## src/rtl/fu_dispatch_router.sv

```systemverilog
// Issue-to-FU dispatch router: in-order acceptance into one FIFO per functional unit.
// Optional DISPATCH_STATS_EN adds saturating stall / same-FU-pair counters.

module fu_queue #(
    parameter int ISSUE_WIDTH = 2,
    parameter int PAYLOAD_W   = 64,
    parameter int QDEPTH      = 2,
    localparam int PTR_W      = $clog2(QDEPTH),
    localparam int OCC_W      = PTR_W + 1
) (
    input  logic                             clk,
    input  logic                             rst_n,
    input  logic                             flush,
    input  logic [ISSUE_WIDTH-1:0]           enq_mask,
    input  logic [ISSUE_WIDTH*PAYLOAD_W-1:0] enq_payload,
    input  logic                             deq_ready,
    output logic                             head_valid,
    output logic [PAYLOAD_W-1:0]             head_payload,
    output logic [OCC_W-1:0]                 occ
);
    logic [PAYLOAD_W-1:0]              mem [QDEPTH];
    logic [PTR_W-1:0]                  wptr, rptr;
    logic [OCC_W-1:0]                  enq_cnt;
    logic [ISSUE_WIDTH-1:0][PTR_W-1:0] wr_idx;
    logic                              deq;

    // Accepted slots take consecutive positions in ascending slot order.
    always_comb begin
        enq_cnt = '0;
        wr_idx  = '0;
        for (int i = 0; i < ISSUE_WIDTH; i++) begin
            wr_idx[i] = wptr + enq_cnt[PTR_W-1:0];
            if (enq_mask[i]) enq_cnt = enq_cnt + OCC_W'(1);
        end
    end

    assign head_valid   = (occ != '0);
    assign head_payload = head_valid ? mem[rptr] : '0;
    assign deq          = head_valid & deq_ready & ~flush;

    always_ff @(posedge clk or negedge rst_n) begin
        if (!rst_n) begin
            wptr <= '0;
            rptr <= '0;
            occ  <= '0;
        end else if (flush) begin
            wptr <= '0;
            rptr <= '0;
            occ  <= '0;
        end else begin
            wptr <= wptr + enq_cnt[PTR_W-1:0];
            rptr <= rptr + PTR_W'(deq);
            occ  <= occ + enq_cnt - OCC_W'(deq);
        end
    end

    always_ff @(posedge clk) begin
        for (int i = 0; i < ISSUE_WIDTH; i++)
            if (enq_mask[i]) mem[wr_idx[i]] <= enq_payload[i*PAYLOAD_W +: PAYLOAD_W];
    end
endmodule

module fu_dispatch_router #(
    parameter int ISSUE_WIDTH = 2,
    parameter int FU_NUMBER   = 4,
    parameter int PAYLOAD_W   = 64,
    parameter int QDEPTH      = 2,
    localparam int FU_SEL_W   = $clog2(FU_NUMBER),
    localparam int OCC_W      = $clog2(QDEPTH) + 1
) (
    input  logic                             clk,
    input  logic                             rst_n,
    input  logic                             flush,
    input  logic [ISSUE_WIDTH-1:0]           issue_valid,
    input  logic [ISSUE_WIDTH*FU_SEL_W-1:0]  issue_fu,
    input  logic [ISSUE_WIDTH*PAYLOAD_W-1:0] issue_payload,
    output logic [ISSUE_WIDTH-1:0]           issue_ready,
    output logic [FU_NUMBER-1:0]             fu_valid,
    output logic [FU_NUMBER*PAYLOAD_W-1:0]   fu_payload,
    input  logic [FU_NUMBER-1:0]             fu_busy,
    output logic [FU_NUMBER*OCC_W-1:0]       q_occupancy
`ifdef DISPATCH_STATS_EN
    ,
    output logic [31:0]                      stall_cycles,
    output logic [31:0]                      same_fu_pairs
`endif
);
    logic [ISSUE_WIDTH-1:0][FU_SEL_W-1:0] slot_fu;
    logic [FU_NUMBER-1:0][OCC_W-1:0]      occ;
    logic [FU_NUMBER-1:0][ISSUE_WIDTH-1:0] enq_mask;
    logic [ISSUE_WIDTH-1:0]               rdy;
    logic                                 prev_ok;
    int                                   same;

    assign slot_fu     = issue_fu;
    assign q_occupancy = occ;
    assign issue_ready = rdy;

    // Free space uses registered occupancy only, so fu_busy never reaches issue_ready.
    always_comb begin
        rdy     = '0;
        prev_ok = 1'b1;
        same    = 0;
        for (int i = 0; i < ISSUE_WIDTH; i++) begin
            same = 0;
            for (int j = 0; j < i; j++)
                if (issue_valid[j] && rdy[j] && slot_fu[j] == slot_fu[i]) same = same + 1;
            if (!flush && prev_ok && int'(slot_fu[i]) < FU_NUMBER)
                if (same < QDEPTH - int'(occ[slot_fu[i]])) rdy[i] = 1'b1;
            prev_ok = prev_ok && (!issue_valid[i] || rdy[i]);
        end
    end

    always_comb begin
        enq_mask = '0;
        for (int f = 0; f < FU_NUMBER; f++)
            for (int i = 0; i < ISSUE_WIDTH; i++)
                enq_mask[f][i] = issue_valid[i] & rdy[i] & (int'(slot_fu[i]) == f);
    end

    for (genvar f = 0; f < FU_NUMBER; f++) begin : g_fu
        fu_queue #(
            .ISSUE_WIDTH(ISSUE_WIDTH),
            .PAYLOAD_W  (PAYLOAD_W),
            .QDEPTH     (QDEPTH)
        ) u_q (
            .clk         (clk),
            .rst_n       (rst_n),
            .flush       (flush),
            .enq_mask    (enq_mask[f]),
            .enq_payload (issue_payload),
            .deq_ready   (~fu_busy[f]),
            .head_valid  (fu_valid[f]),
            .head_payload(fu_payload[f*PAYLOAD_W +: PAYLOAD_W]),
            .occ         (occ[f])
        );
    end

`ifdef DISPATCH_STATS_EN
    logic stall_now, pair_now;

    // A mask with its lowest set bit cleared is nonzero iff two or more slots hit one FU.
    always_comb begin
        stall_now = !flush && |(issue_valid & ~rdy);
        pair_now  = 1'b0;
        for (int f = 0; f < FU_NUMBER; f++)
            if ((enq_mask[f] & (enq_mask[f] - ISSUE_WIDTH'(1))) != '0) pair_now = 1'b1;
    end

    always_ff @(posedge clk or negedge rst_n) begin
        if (!rst_n) begin
            stall_cycles  <= '0;
            same_fu_pairs <= '0;
        end else begin
            if (stall_now && stall_cycles != '1) stall_cycles <= stall_cycles + 32'd1;
            if (pair_now && same_fu_pairs != '1) same_fu_pairs <= same_fu_pairs + 32'd1;
        end
    end
`endif
endmodule

```

## config.mk

```make
export PLATFORM = sky130hd
export DESIGN_NAME = fu_dispatch_router
export DESIGN_NICKNAME = d
export VERILOG_FILES = /design/src/rtl/fu_dispatch_router.sv
export SDC_FILE = /design/constraint.sdc
export NUM_CORES = 1
export LEC_CHECK = 0
export ABC_AREA = 1
export CAP_MARGIN = 20
export CORE_MARGIN = 10
export CORE_UTILIZATION = 45
export CTS_BUF_LIST = sky130_fd_sc_hd__clkbuf_8
export CTS_CLUSTER_SIZE = 20
export DETAILED_ROUTE_END_ITERATION = 10
export PLACE_DENSITY = 0.68
export SLEW_MARGIN = 20
export SYNTH_ARGS = -nofsm -noshare
export SYNTH_HDL_FRONTEND = slang
export SYNTH_SLANG_ARGS = --single-unit
```

## constraint.sdc

```tcl
create_clock -name clk -period 7.24 [get_ports clk]
set_clock_uncertainty 0.15 [all_clocks]
set_input_delay 1.448 -clock clk [delete_from_list [all_inputs] [get_ports clk]]
set_output_delay 1.448 -clock clk [all_outputs]
set_load 0.005 [all_outputs]
```

==> impl_metrics.json <==
{
  "synth-seq-cells": 528,
  "r2r-end": "g_fu[0].u_q.mem[1][59]",
  "critPathTopFamily": "buffers and inverters",
  "core_mm2": 0.0645,
  "synth_compound_area_share_pct": 4.65,
  "seq_area_frac_synth_pct": 53.9,
  "reg2reg_from": "g_fu[2].u_q.occ[1]",
  "fill_cells": 5816,
  "io_buffers": 410,
  "critical_path_buf_inv_count": 3,
  "startpoint_type": "input port",
  "outcome": "finished, final reports clean",
  "rows": 93,
  "cp.required_ns": 5.64,
  "path_clk_slew_ns": 0.06,
  "synthMuxAreaShare_pct": 0,
  "grt_setup_unrepaired": "no",
  "drt_wl_total_mm": 109,
  "slew_viol_final": 0,
  "critPathKind": "in2out",
  "start_util_pct": 45.4,
  "cpMaxStageDelayCell": "clkdlybuf4s50_1",
  "ios": 411,
  "fin_crit_ns": 5.93,
  "syn-cell-area_mm2": 0.0293,
  "setup_tns_ns": 0,
  "htree_levels": 3,
  "yosysWarningCount": 0,
  "vias_per_cell": 5.93,
  "slew_headroom_pct": 24.2,
  "ctsRootBufferMaster": "clkbuf_8",
  "die_area_mm2": 0.0757,
  "num_vias": 26500,
  "antenna_left": 0,
  "drt_iter0_drc": 3404,
  "die_h_um": 275,
  "syn2layout_area_growth_pct": 18.7,
  "regToRegSetupSlack_ns": 2.96,
  "dp_cells": 4300,
  "wl_per_cell_um": 24.3,
  "worstHoldEndpoint": "g_fu[1].u_q.occ[1]",
  "multi_input_area_mm2": 0.0114,
  "yosys.area_share.xor_xnor_pct": 0.359,
  "worst_slew_pin_slew_ns": 1.13,
  "syn_avg_cell_area_um2": 8.56,
  "maxCapViolCount": 0,
  "power.density_mw_per_mm2": 246,
  "final-setup-viol-count": 0,
  "hold_class": "reg2reg",
  "p_leak_nw": 13.9,
  "max_clock_freq_mhz": 169,
  "crit_chain": "clkdlybuf4s50_1 -> nand2_1 -> inv_4 -> a22oi_2 -> nand2_2 -> ha_1 -> nand3_1 -> nand2_2 -> nor2_8 -> clkdlybuf4s50_1",
  "cts_buffers": 90,
  "syn_inst": 3423,
  "crit_fanout": 29,
  "clkSinkCount": 528,
  "fin_cells": 4472,
  "period_share_pct": 81.9,
  "clockBufferDepth": 3,
  "post_cts.repair.setup_buffers": 0,
  "critPathLaunch": "issue_fu[2]",
  "min_path_cells": 3,
  "antenna_found_initial": 5,
  "grt.total_usage_pct": 27.8,
  "gp_congestion": 0.835,
  "drive_gt1_share_pct": 5.92,
  "overflow": 0,
  "max_stage_delay_ns": 0.72,
  "hp-start": "g_fu[1].u_q.occ[1]",
  "synth_fp_nets": 3589,
  "synth-simple-area-share_pct": 32.3,
  "clock_latency_ns": 0.70,
  "cts_tree": "yes",
  "hold_viol": 0,
  "yosysUniqueCellTypes": 29,
  "grt_pass1_vias": 25300,
  "die_w_um": 275,
  "grt_pass1_wl_mm": 161,
  "drc_errors": 0,
  "grt_max_degree": 132,
  "ctsResizeCount": 0,
  "synth_top_family_by_area": "simple AND/OR/NAND/NOR gates",
  "seqCellArea_mm2": 0.0158,
  "cp.arrival_ns": 4.33,
  "nets": 3707,
  "end_kind": "output port",
  "ir_drop_uv": 119,
  "dr.pass1.iters": 6,
  "ff2ff_path_depth": 13,
  "synthAdderAreaFrac_pct": 1.27,
  "ctsHoldBuffers": 0,
  "dp_hpwl_mm": 65.5
}
[Yosys cell counts, drive strengths merged]
| master | number | share of area (%) |
|---|---|---|
| a21oi | 261 | 4.5 |
| a22oi | 3 | 0.094 |
| buf | 178 | 3.5 |
| clkbuf | 255 | 3.5 |
| dfrtp | 16 | 1.4 |
| edfxtp | 512 | 52 |
| fa | 8 | 0.55 |
| ha | 17 | 0.73 |
| inv | 39 | 0.50 |
| nand2 | 1554 | 20 |
| nand3 | 6 | 0.12 |
| nand4 | 521 | 12 |
| nor2 | 23 | 0.45 |
| nor3 | 10 | 0.17 |
| nor4 | 3 | 0.064 |
| o21ai | 5 | 0.085 |
| xnor2 | 12 | 0.36 |
[flip-flops by register name, summed over array words and instances (netlist names)]
| register | count |
|---|---|
| g_fu.u_q.mem | 512 |
| g_fu.u_q.rptr | 4 |
| g_fu.u_q.occ | 8 |
| g_fu.u_q.wptr | 4 |
[power by group]
part	internal [mW]	switching [mW]
sequential	3.53	0.0841
clock	1.29	1.28
combinational	0.839	1.51
total	5.66	2.88
[through the flow]
step	instance area [µm²]	power (mW)	worst slack, ns	hold WS (ns)	util, %
5_1_grt	34800	8.84	1.11	0.692	53.9
3_5_place_dp	33000	6.00	1.17	0.652	51.2
6_report	34800	8.54	1.31	0.662	53.9
3_3_place_gp	33000	5.97	1.27	0.649	51.2
4_1_cts	34700	8.53	1.32	0.659	53.8
2_1_floorplan	29300	4.83	1.59	0.544	-
[worst register-to-register path, cell delays in order (launching register included)]
cell and delay [ns]:
dfrtp_1 0.48, nand3_1 0.14, nand2_1 0.05, nor2_1 0.12, nand2_1 0.10, inv_2 0.06
nand2_1 0.09, nor3_1 0.72, ha_4 0.61, clkinv_2 0.19, nand4_4 0.68, buf_4 0.50
nand2_1 0.08, nand2_1 0.06
[cell type report]
type	count	area share (%)
flip-flops and latches	528	45.4
multi-input cells	2423	32.9
repair buffers	459	13.4
clock buffers	92	3.64
well taps	855	3.08
clock inverters	72	1.09
inverters	39	0.450
diodes	4	0.0288
[worst max path at each step]
stage,to,slack [ns],cells after the start
floorplan,g_fu[0].u_q.mem[0][0],1.59,11
global placement,g_fu[2].u_q.mem[1][35],1.27,10
detailed placement,g_fu[0].u_q.mem[1][44],1.17,10
CTS,issue_ready[1],1.32,10
global route,issue_ready[1],1.11,10
finish,issue_ready[1],1.31,10
[routing by layer]
metal  track usage (%)  up-vias  wire [µm]
li1                  -    12000          -
met1              35.4    12600      41100
met2              44.5     1658      51100
met3              5.72      279      11400
met4              13.7        4       4930
met5                 0        -         26
[cell usage in the layout (no fill, tap or decap), types with 2 or more instances in the layout]
cell / netlist / routed
bufinv_16: 0 / 3
clkbuf_8: 0 / 92
diode_2: 0 / 4
dfrtp_4: 0 / 4
dfrtp_1: 16 / 12
ha_1: 17 / 13
nand3_1: 5 / 5
buf_4: 54 / 36
buf_12: 0 / 10
fa_4: 0 / 8
o21ai_1: 5 / 5
clkinv_2: 0 / 12
xnor2_1: 12 / 12
clkinv_1: 0 / 18
nor2_1: 18 / 14
buf_16: 0 / 3
inv_2: 20 / 13
edfxtp_1: 512 / 512
a21oi_1: 260 / 260
nand4_1: 513 / 513
nand2_1: 1551 / 1551
a22oi_1: 2 / 2
nor4_1: 3 / 3
nand2_2: 3 / 3
inv_6: 0 / 4
nor2_4: 4 / 8
inv_1: 19 / 59
ha_4: 0 / 4
nand4_4: 8 / 8
nor3_1: 10 / 10
clkdlybuf4s50_1: 0 / 410
[cell families after synthesis]
group                      count (synthesis)
adders and majority gates                 25
and+or+nand+nor                         2117
DFF                                      528
AOI/OAI and AO/OA                        269
buffers and inverters                    472
xor gates and xnor gates                  12
(Power assumes the default switching activity.)
